## src/rtl/riscv_pkg.sv

```systemverilog
// ============================================================================
// Package : riscv_pkg
// Brief   : Shared encodings for the execute stage (ALU ops, branch
//           conditions, result select, load/store widths).
// Rev     : 1.0
// ============================================================================
`default_nettype none

package riscv_pkg;

  // ALU_Control encodings; C..F are unused and produce zero
  localparam logic [3:0] ALU_ADD   = 4'h0;
  localparam logic [3:0] ALU_SUB   = 4'h1;
  localparam logic [3:0] ALU_AND   = 4'h2;
  localparam logic [3:0] ALU_OR    = 4'h3;
  localparam logic [3:0] ALU_XOR   = 4'h4;
  localparam logic [3:0] ALU_SLL   = 4'h5;
  localparam logic [3:0] ALU_SRL   = 4'h6;
  localparam logic [3:0] ALU_SRA   = 4'h7;
  localparam logic [3:0] ALU_SLT   = 4'h8;
  localparam logic [3:0] ALU_SLTU  = 4'h9;
  localparam logic [3:0] ALU_PASSB = 4'hA;
  localparam logic [3:0] ALU_AUIPC = 4'hB;

  localparam logic [2:0] BR_EQ  = 3'b000;
  localparam logic [2:0] BR_NE  = 3'b001;
  localparam logic [2:0] BR_LT  = 3'b100;
  localparam logic [2:0] BR_GE  = 3'b101;
  localparam logic [2:0] BR_LTU = 3'b110;
  localparam logic [2:0] BR_GEU = 3'b111;

  localparam logic [1:0] RES_ALU = 2'b00;
  localparam logic [1:0] RES_MEM = 2'b01;
  localparam logic [1:0] RES_PC4 = 2'b10;

  localparam logic [1:0] ST_B = 2'b00;
  localparam logic [1:0] ST_H = 2'b01;
  localparam logic [1:0] ST_W = 2'b10;

  localparam logic [2:0] LD_B  = 3'b000;
  localparam logic [2:0] LD_H  = 3'b001;
  localparam logic [2:0] LD_W  = 3'b010;
  localparam logic [2:0] LD_BU = 3'b011;
  localparam logic [2:0] LD_HU = 3'b100;

  // Control fields carried through the EX/MEM register
  typedef struct packed {
    logic [4:0] rd;
    logic       reg_write;
    logic       mem_write;
    logic [1:0] result_src;
    logic [1:0] store_type;
    logic [2:0] load_type;
  } ex_mem_ctrl_t;

endpackage : riscv_pkg

`default_nettype wire

```

## src/rtl/ex_alu.sv

```systemverilog
// ============================================================================
// Module : ex_alu
// Brief  : Combinational execute-stage ALU (A, B, pc, imm, op -> result).
// Rev    : 1.0
// ============================================================================
`default_nettype none

module ex_alu
  import riscv_pkg::*;
#(
  parameter int XLEN = 32
) (
  input  logic [XLEN-1:0] a_i,
  input  logic [XLEN-1:0] b_i,
  input  logic [XLEN-1:0] pc_i,
  input  logic [XLEN-1:0] imm_i,
  input  logic [3:0]      op_i,
  output logic [XLEN-1:0] result_o
);

  logic [4:0] shamt;
  logic       slt_bit;
  logic       sltu_bit;

  assign shamt    = b_i[4:0];
  assign slt_bit  = $signed(a_i) < $signed(b_i);
  assign sltu_bit = a_i < b_i;

  always_comb begin
    result_o = '0;
    case (op_i)
      ALU_ADD:   result_o = a_i + b_i;
      ALU_SUB:   result_o = a_i - b_i;
      ALU_AND:   result_o = a_i & b_i;
      ALU_OR:    result_o = a_i | b_i;
      ALU_XOR:   result_o = a_i ^ b_i;
      ALU_SLL:   result_o = a_i << shamt;
      ALU_SRL:   result_o = a_i >> shamt;
      ALU_SRA:   result_o = $unsigned($signed(a_i) >>> shamt);
      ALU_SLT:   result_o = {{(XLEN-1){1'b0}}, slt_bit};
      ALU_SLTU:  result_o = {{(XLEN-1){1'b0}}, sltu_bit};
      ALU_PASSB: result_o = b_i;
      // AUIPC always adds the raw immediate, independent of the B-operand mux
      ALU_AUIPC: result_o = pc_i + imm_i;
      default:   result_o = '0;
    endcase
  end

endmodule : ex_alu

`default_nettype wire

```

## src/rtl/ex_stage.sv

```systemverilog
// ============================================================================
// Module : ex_stage
// Brief  : Execute stage: operand forwarding, ALU, branch/jump resolution,
//          PC redirect and the EX/MEM pipeline register.
// Rev    : 1.0
// ============================================================================
`default_nettype none

module ex_stage
  import riscv_pkg::*;
#(
  parameter int              XLEN      = 32,
  parameter logic [XLEN-1:0] RESET_PC4 = '0
) (
  input  logic            clk,
  input  logic            rst,
  input  logic [XLEN-1:0] pc_ex,
  input  logic [XLEN-1:0] rd1_ex,
  input  logic [XLEN-1:0] rd2_ex,
  input  logic [XLEN-1:0] imm_ex,
  input  logic [4:0]      rs1_ex,
  input  logic [4:0]      rs2_ex,
  input  logic [4:0]      rd_ex,
  input  logic            Branch_ex,
  input  logic            jump_ex,
  input  logic            Alu_src_ex,
  input  logic [3:0]      ALU_Control_ex,
  input  logic [2:0]      branch_cond_ex,
  input  logic            Mem_Write_ex,
  input  logic            Reg_write_ex,
  input  logic [1:0]      Result_src_ex,
  input  logic [1:0]      Store_type_ex,
  input  logic [2:0]      Load_type_ex,
  input  logic [4:0]      rd_wb,
  input  logic            Reg_write_wb,
  input  logic [XLEN-1:0] result_wb,
  input  logic            stall_mem,
  output logic            redirect_ex,
  output logic [XLEN-1:0] target_ex,
  output logic [XLEN-1:0] alu_result_mem,
  output logic [XLEN-1:0] write_data_mem,
  output logic [XLEN-1:0] pc_plus4_mem,
  output logic [4:0]      rd_mem,
  output logic            Reg_write_mem,
  output logic            Mem_Write_mem,
  output logic [1:0]      Result_src_mem,
  output logic [1:0]      Store_type_mem,
  output logic [2:0]      Load_type_mem
);

  logic [XLEN-1:0] alu_result_q, alu_result_d;
  logic [XLEN-1:0] write_data_q, write_data_d;
  logic [XLEN-1:0] pc_plus4_q,   pc_plus4_d;
  ex_mem_ctrl_t    ctrl_q,       ctrl_d;

  logic [XLEN-1:0] fwd_mem;
  logic [XLEN-1:0] src_a;
  logic [XLEN-1:0] src_b;
  logic [XLEN-1:0] alu_b;
  logic [XLEN-1:0] alu_result;
  logic [XLEN-1:0] jalr_sum;
  logic            mem_hit_a, mem_hit_b, wb_hit_a, wb_hit_b;
  logic            cond_met;
  logic            taken;

  // A JAL/JALR in MEM forwards its link address rather than its ALU output
  assign fwd_mem = (ctrl_q.result_src == RES_PC4) ? pc_plus4_q : alu_result_q;

  assign mem_hit_a = ctrl_q.reg_write && (ctrl_q.rd != 5'd0) && (ctrl_q.rd == rs1_ex);
  assign mem_hit_b = ctrl_q.reg_write && (ctrl_q.rd != 5'd0) && (ctrl_q.rd == rs2_ex);
  assign wb_hit_a  = Reg_write_wb && (rd_wb != 5'd0) && (rd_wb == rs1_ex);
  assign wb_hit_b  = Reg_write_wb && (rd_wb != 5'd0) && (rd_wb == rs2_ex);

  always_comb begin
    src_a = rd1_ex;
    if (mem_hit_a)     src_a = fwd_mem;
    else if (wb_hit_a) src_a = result_wb;

    src_b = rd2_ex;
    if (mem_hit_b)     src_b = fwd_mem;
    else if (wb_hit_b) src_b = result_wb;
  end

  assign alu_b = Alu_src_ex ? imm_ex : src_b;

  ex_alu #(
    .XLEN (XLEN)
  ) u_alu (
    .a_i      (src_a),
    .b_i      (alu_b),
    .pc_i     (pc_ex),
    .imm_i    (imm_ex),
    .op_i     (ALU_Control_ex),
    .result_o (alu_result)
  );

  always_comb begin
    cond_met = 1'b0;
    case (branch_cond_ex)
      BR_EQ:   cond_met = (src_a == src_b);
      BR_NE:   cond_met = (src_a != src_b);
      BR_LT:   cond_met = ($signed(src_a) <  $signed(src_b));
      BR_GE:   cond_met = ($signed(src_a) >= $signed(src_b));
      BR_LTU:  cond_met = (src_a <  src_b);
      BR_GEU:  cond_met = (src_a >= src_b);
      default: cond_met = 1'b0;
    endcase
  end

  assign taken       = (Branch_ex && cond_met) || jump_ex;
  assign redirect_ex = taken && !stall_mem && !rst;
  assign jalr_sum    = src_a + imm_ex;
  assign target_ex   = (jump_ex && Alu_src_ex) ? {jalr_sum[XLEN-1:1], 1'b0}
                                               : pc_ex + imm_ex;

  always_comb begin
    alu_result_d = alu_result_q;
    write_data_d = write_data_q;
    pc_plus4_d   = pc_plus4_q;
    ctrl_d       = ctrl_q;
    if (!stall_mem) begin
      alu_result_d      = alu_result;
      write_data_d      = src_b;
      pc_plus4_d        = pc_ex + XLEN'(4);
      ctrl_d.rd         = rd_ex;
      ctrl_d.reg_write  = Reg_write_ex;
      ctrl_d.mem_write  = Mem_Write_ex;
      ctrl_d.result_src = Result_src_ex;
      ctrl_d.store_type = Store_type_ex;
      ctrl_d.load_type  = Load_type_ex;
    end
  end

  always_ff @(posedge clk) begin
    if (rst) begin
      alu_result_q <= '0;
      write_data_q <= '0;
      pc_plus4_q   <= RESET_PC4;
      ctrl_q       <= '0;
    end else begin
      alu_result_q <= alu_result_d;
      write_data_q <= write_data_d;
      pc_plus4_q   <= pc_plus4_d;
      ctrl_q       <= ctrl_d;
    end
  end

  assign alu_result_mem = alu_result_q;
  assign write_data_mem = write_data_q;
  assign pc_plus4_mem   = pc_plus4_q;
  assign rd_mem         = ctrl_q.rd;
  assign Reg_write_mem  = ctrl_q.reg_write;
  assign Mem_Write_mem  = ctrl_q.mem_write;
  assign Result_src_mem = ctrl_q.result_src;
  assign Store_type_mem = ctrl_q.store_type;
  assign Load_type_mem  = ctrl_q.load_type;

endmodule : ex_stage

`default_nettype wire

```

## config.mk

```make
export PLATFORM = sky130hd
export DESIGN_NAME = ex_stage
export DESIGN_NICKNAME = d
export VERILOG_FILES = /design/src/rtl/riscv_pkg.sv /design/src/rtl/ex_alu.sv /design/src/rtl/ex_stage.sv
export SDC_FILE = /design/constraint.sdc
export NUM_CORES = 1
export LEC_CHECK = 0
export ABC_CLOCK_PERIOD_IN_PS = 7950
export BUFFER_PORTS_ARGS = -buffer_cell sky130_fd_sc_hd__buf_2
export CORE_UTILIZATION = 43
export CTS_BUF_LIST = sky130_fd_sc_hd__clkbuf_4
export DETAILED_ROUTE_END_ITERATION = 10
export PLACE_DENSITY = 0.74
export SLEW_MARGIN = 20
export SYNTH_ARGS = -nofsm -noshare
export SYNTH_HDL_FRONTEND = slang
export SYNTH_HIERARCHICAL = 1
export SYNTH_SLANG_ARGS = --single-unit
```

## constraint.sdc

```tcl
create_clock -name clk -period 7.95 [get_ports clk]
set_input_delay 0.795 -clock clk [delete_from_list [all_inputs] [get_ports clk]]
set_output_delay 0.795 -clock clk [all_outputs]
set_load 0.005 [all_outputs]
```

# Word-level counts from Yosys, hierarchy flattened
# Index checks and enable logic that the tools add are counted.
# classes
n_eq_ne,23
bitwise_logic,3
n_reduce_logical,17
mux,9
n_shift,3
order_cmp,6
add_sub_neg,5
# ops
op,count
one-hot mux 32 bit (12 select lines),1
two-way mux 32 bit,7
less-than comparator 32 bit,4
adder 32 bit,3
greater-or-equal comparator 32 bit,2
"adder 32 x 3 -> 32 bit, second input constant",1
bitwise AND 32 bit,1
equality test 32 bit,1
!= test 32 bit,1
OR 32 bit,1
<< shifter 32 x 5 -> 32 bit,1
right shift 32 x 5 -> 32 bit,1
>>> shifter 32 x 5 -> 32 bit,1
subtractor 32 bit,1
bitwise XOR 32 bit,1
equality test 5 bit,4
"equality test 4 x 3 -> 1 bit, second input constant",4
"equality test 4 bit, second input constant",4
"equality test 3 bit, second input constant",4
logical AND 1 bit,10
nonzero test 5 bit,2
"equality test 4 x 2 -> 1 bit, second input constant",2
one-hot mux 1 bit (6 select lines),1
"equality test 4 x 1 -> 1 bit, second input constant",1
6 further kinds,7
# totals
elab_cells,75
input_bits,203
register_bits,110
out_inout_bits,143

# Logic depth before layout (Yosys ltp)
# depth
word_depth,11
mapped_depth,25
depth_no_buf,21

# Cells and area by module
# Netlist, hierarchy kept.
# modules_own_cells
mod,seq_area_each_um2,n_inst,cells_each,area_each_um2
ex_stage,2202.1,1,1457,10857.9
ex_alu,0.0,1,1515,10573.9

# Worst setup path before layout
# No wires, ideal clock.
# synth_timing
kind,input port to flip-flop
start,in rd_wb[1]
end,reg alu_result_q[30] (netlist: alu_result_mem[30])
n_path_buf,5
slack_ps,1507
arrival_ps,6315
path_stages,24
setup_ps,128
required_time_ps,7822
path_cell_list,or4_1 o21ai_0 or4_1 clkbuf_1 buf_1 mux2_2 o21ai_0 o21ai_0 buf_2 clkinv_1 buf_1 clkbuf_1 ha_1 a21oi_2 o21bai_4 o21a_1 a21oi_2 a211o_1 a221o_2 o31ai_1 or3b_1 a211o_1 mux2i_1 nor2_1
# synth_via
elab_chain_len,8
word_cells_on_any_way,20
classes_between,add/sub: 2; eq/ne: 2; shift: 3; mux: 6; bitwise: 3; reduce/logical: 4
# synth_lines
item,line,source
"start, declared",ex_stage.sv:34,"input logic [4:0] rd_wb,"
nonzero test 5 bit,ex_stage.sv:72,assign wb_hit_b = Reg_write_wb && (rd_wb != 5'd0) && (rd_wb == rs2_ex);
logical AND 1 bit,ex_stage.sv:72,
logical AND 1 bit (*),ex_stage.sv:72,
two-way mux 32 bit (*),ex_stage.sv:81,else if (wb_hit_b) src_b = result_wb;
two-way mux 32 bit (*),ex_stage.sv:80,if (mem_hit_b) src_b = fwd_mem;
two-way mux 32 bit (*),ex_stage.sv:84,assign alu_b = Alu_src_ex ? imm_ex : src_b;
named net alu_b[2],ex_stage.sv:59,logic [XLEN-1:0] alu_b;
subtractor 32 bit (tied with other cells),ex_alu.sv:33,ALU_SUB: result_o = a_i - b_i;
one-hot mux 32 bit (12 select lines) (*),ex_alu.sv:31,case (op_i)
named net alu_result[30],ex_stage.sv:60,logic [XLEN-1:0] alu_result;
"end signal, assigned",ex_stage.sv:141,alu_result_q <= alu_result_d;
"end, declared",ex_stage.sv:51,"logic [XLEN-1:0] alu_result_q, alu_result_d;"
# Mark *: on every way through the listed nets, which the timed path passes. The rest lies on a longest branch.
# A chain may end at the register's enable or synchronous reset.

# Final worst setup path
# layout_timing
start,reg ctrl_q (netlist bit Result_src_mem[0])
end,out target_ex[30]
# layout_via
elab_chain_len,5
# layout_lines
item,line,source
"start, declared",ex_stage.sv:54,"ex_mem_ctrl_t ctrl_q, ctrl_d;"
"start signal, assigned",ex_stage.sv:144,ctrl_q <= ctrl_d;
equality test 2 bit,ex_stage.sv:67,assign fwd_mem = (ctrl_q.result_src == RES_PC4) ? pc_plus4_q : alu_result_q;
two-way mux 32 bit,ex_stage.sv:67,
two-way mux 32 bit,ex_stage.sv:76,if (mem_hit_a) src_a = fwd_mem;
named net src_a[21],ex_stage.sv:57,logic [XLEN-1:0] src_a;
adder 32 bit,ex_stage.sv:112,assign jalr_sum = src_a + imm_ex;
two-way mux 32 bit,ex_stage.sv:113,"assign target_ex = (jump_ex && Alu_src_ex) ? {jalr_sum[XLEN-1:1], 1'b0}"
"end, declared",ex_stage.sv:39,"output logic [XLEN-1:0] target_ex,"
# The timed path passes the listed nets, and every way through them passes these cells.

==> results.py <==
metrics = {
    "global_route": {
        "grt_pass1_wl_microns": 153000,
        "grt_pass1_vias": 23100,
        "grt_max_degree": 95,
        "grt_remaining_overflow": 0,
        "grt_usage_pct": 40.7,
        "antenna_found_initial": 9,
    },
    "sta": {
        "final.setup_skew_ps": 64.3,
        "setup_viol": 0,
        "fin_setup_tns_ps": 0,
        "finalMaxSlewViolations": 0,
        "clock.fmax_mhz": 144,
        "finalHoldViolations": 0,
        "min_period_over_period_pct": 87.6,
        "worst_pin_slew_ps": 1240,
        "slew_headroom_pct": 16.5,
        "fin_crit_ps": 6970,
        "rsz0062_at_grt": "no",
    },
    "drt": {
        "wl_met3_microns": 11700,
        "dr.max_layer_used": "met5",
        "drt-initial-drc-count": 3333,
        "wire_per_inst_microns": 27.3,
        "wl_met1_microns": 40600,
        "route.met2.wl_microns": 44300,
        "viasPerCell": 6.52,
        "dr.pass1.iters": 6,
        "drt_wl_total_microns": 106000,
        "drc": 0,
        "via_count": 25300,
        "ant_nets": 0,
    },
    "setup_path": {
        "crit_chain": "nand2b_2, buf_4, mux2i_1, o21ai_0, ha_1, a21oi_1, o21ai_0, a21oi_1, o21bai_1, a21o_1, a221o_1, a31oi_1, o21ai_1, nand2_1, mux2_2, o211ai_1, buf_2",
        "cp.arrival_ps": 6170,
        "cp-start-kind": "flop",
        "cp_slowest_stage_delay_ps": 650,
        "crit_path_top_delay_cell": "mux2i_1",
        "crit_fanout": 17,
        "critPathKind": "flop to primary output",
        "rrSetupSlack_ps": 1230,
        "end_kind": "primary output",
        "required_ps": 7150,
    },
    "synth": {
        "ys.warnings.count": 6,
        "yosysSeqAreaShare_pct": 10.3,
        "synth_edf_count": 0,
        "async_reset_ff_share_pct": 0,
        "syn_inst": 2972,
        "syn_area_sq_um": 21400,
        "ys.flop_type": "dfxtp_1",
        "syn-num-nets": 3401,
        "ys_seq_elements": 110,
        "synth_cell_types": 101,
        "postSynthAreaPerCell_sq_um": 7.21,
    },
    "hold_path": {
        "min_path_type": "input pin to flop",
    },
    "layout": {
        "drive_gt1_share_pct": 19.7,
        "fin_cells": 3886,
        "layout.nets": 3640,
        "syn_to_final_growth_pct": 11.7,
    },
    "floorplanning": {
        "dieArea_sq_um": 50700,
        "die_width_microns": 225,
        "fp.dieH_microns": 225,
        "core_sq_um": 49100,
        "start_util_pct": 43.7,
        "rows": 81,
        "ios": 346,
    },
    "clock_tree": {
        "cts-buffers-inserted": 9,
        "clock_latency_ps": 690,
        "post_cts.repair.setup_buffers": 0,
        "cts_hold_buf": 0,
        "clkTransAtPathRegs_ps": 230,
        "h-tree-depth": 3,
        "clockRootBuffer": "clkbuf_4",
        "post_cts_resized": 0,
        "clock_sinks": 110,
        "cts_tree": "built",
        "cts_max_path_buffers": 2,
    },
    "run_status": {
        "status": "finished clean",
    },
    "power_and_ir_drop": {
        "ir_drop_mv": 0.103,
        "p_leak_nw": 11.0,
        "p_per_area_nw_per_um2": 124,
    },
    "run": {
        "drv_cap": 0,
    },
    "placed_design": {
        "io_buffers": 345,
        "place_congestion": 1.08,
        "dpl.cell_count": 3864,
        "dpl.hpwl_microns": 82400,
    },
}
[routing by layer]
| metal | up-vias | GRT usage, % |
|---|---|---|
| met5 | - | 0 |
| met4 | 6 | 31.1 |
| met3 | 368 | 9.07 |
| met2 | 1722 | 60.2 |
| met1 | 11900 | 51.4 |
| li1 | 11400 | - |
[sequential cells by signal, summed over array words and instances, names as in the netlist]
register        cells
alu_result_mem     32
pc_plus4_mem       32
write_data_mem     32
rd_mem              5
Load_type_mem       3
Result_src_mem      2
Store_type_mem      2
Mem_Write_mem       1
Reg_write_mem       1
[layout make-up]
| class | count | area, sq um |
|---|---|---|
| well taps | 664 | 831 |
| fillers | 5045 | 25100 |
| clock buffers | 9 | 67.6 |
| multi-input cells | 2552 | 18000 |
| inverters | 115 | 432 |
| repair buffers | 423 | 2320 |
| diodes | 6 | 15.0 |
| clock inverters | 7 | 93.8 |
| flip-flops and latches | 110 | 2200 |
[per-stage QoR]
stage	setup slack [ps]	hold WS [ps]	power [W]	area (sq um)	utilization (%)
5_1_grt	701	333	0.00311	23900	48.8
2_1_floorplan	1510	482	0.00187	21400	-
3_5_place_dp	780	472	0.00253	23800	48.4
6_report	984	350	0.00298	23900	48.8
4_1_cts	1140	314	0.00290	23900	48.8
3_3_place_gp	1030	468	0.00254	23800	48.4
[critical path: cells and delay by family (launching register included)]
family                   cells  cell delay (ps)
flip-flops                   1              410
buffers and inverters        2              550
AND/OR/NAND/NOR              2              680
multiplexers                 2              970
adder cells (fa/ha/maj)      1              540
AO/OA/AOI/OAI               10             2330
[cell usage after synthesis (all sizes together) (27+ instances only)]
library cell	number	area (sq um)
a21o	74	558
nor2b	31	194
a221oi	29	278
xnor2	76	666
xor2	56	490
a211oi	27	208
o21ai	258	1300
dfxtp	110	2200
o211ai	42	325
nand2	254	953
ha	222	2780
nand4	34	213
mux2i	139	1390
a21oi	298	1500
clkbuf	150	667
mux4	43	968
buf	45	249
nor3	46	230
o21bai	40	312
nor2	403	1510
inv	113	424
mux2	78	878
nand3	46	230
[cell families (layout without fill, tap and decap cells)]
logic type	after synthesis	count (layout)	synth area share (%)
compound gates	984	984	29.7
simple gates	949	949	19.9
buf+inv	310	554	6.29
mux	260	260	15.1
fa+ha+maj	227	227	13.4
xor+xnor	132	132	5.39
flops	110	110	10.3
other cells	0	6	0
[final timing paths]
path,start,to,depth (start not counted)
max,Result_src_mem[0],target_ex[30],17
min,Result_src_ex[1],Result_src_mem[1],3
max reg2reg,Result_src_mem[0],alu_result_mem[21],20
min reg2reg,write_data_mem[9],write_data_mem[9],2
[report_power, final]
group	switching, W	leakage (nW)	internal, W
Clock	0.000289	0.0845	0.0000807
Combinational	0.00124	10.0	0.000728
Sequential	0.0000493	0.907	0.000593
[cells in the final DEF, fill, tap and decap left out, types with 9 or more instances in the layout]
| master | n |
|---|---|
| o31ai_1 | 10 |
| and2_1 | 11 |
| nand3_1 | 45 |
| xnor2_1 | 76 |
| buf_4 | 79 |
| a31oi_1 | 22 |
| nor2_1 | 400 |
| ha_1 | 222 |
| o21ai_0 | 244 |
| a211o_1 | 10 |
| xor2_1 | 56 |
| nand4_1 | 34 |
| o221ai_1 | 20 |
| nand2b_1 | 25 |
| buf_2 | 343 |
| a21o_1 | 72 |
| o22ai_1 | 14 |
| a22oi_1 | 13 |
| nand2_1 | 251 |
| a21oi_1 | 295 |
| or2_2 | 11 |
| o21bai_1 | 39 |
| clkbuf_4 | 9 |
| o21a_1 | 18 |
| a221o_1 | 23 |
| mux2_2 | 77 |
| a211oi_1 | 26 |
| nor2b_1 | 31 |
| o211ai_1 | 40 |
| dfxtp_1 | 110 |
| inv_1 | 112 |
| a221oi_1 | 27 |
| a2111oi_0 | 9 |
| mux2i_1 | 139 |
| or3_1 | 24 |
| mux4_2 | 43 |
| and3_1 | 21 |
| nor3_1 | 43 |
Power figures use the tool's default switching activity.
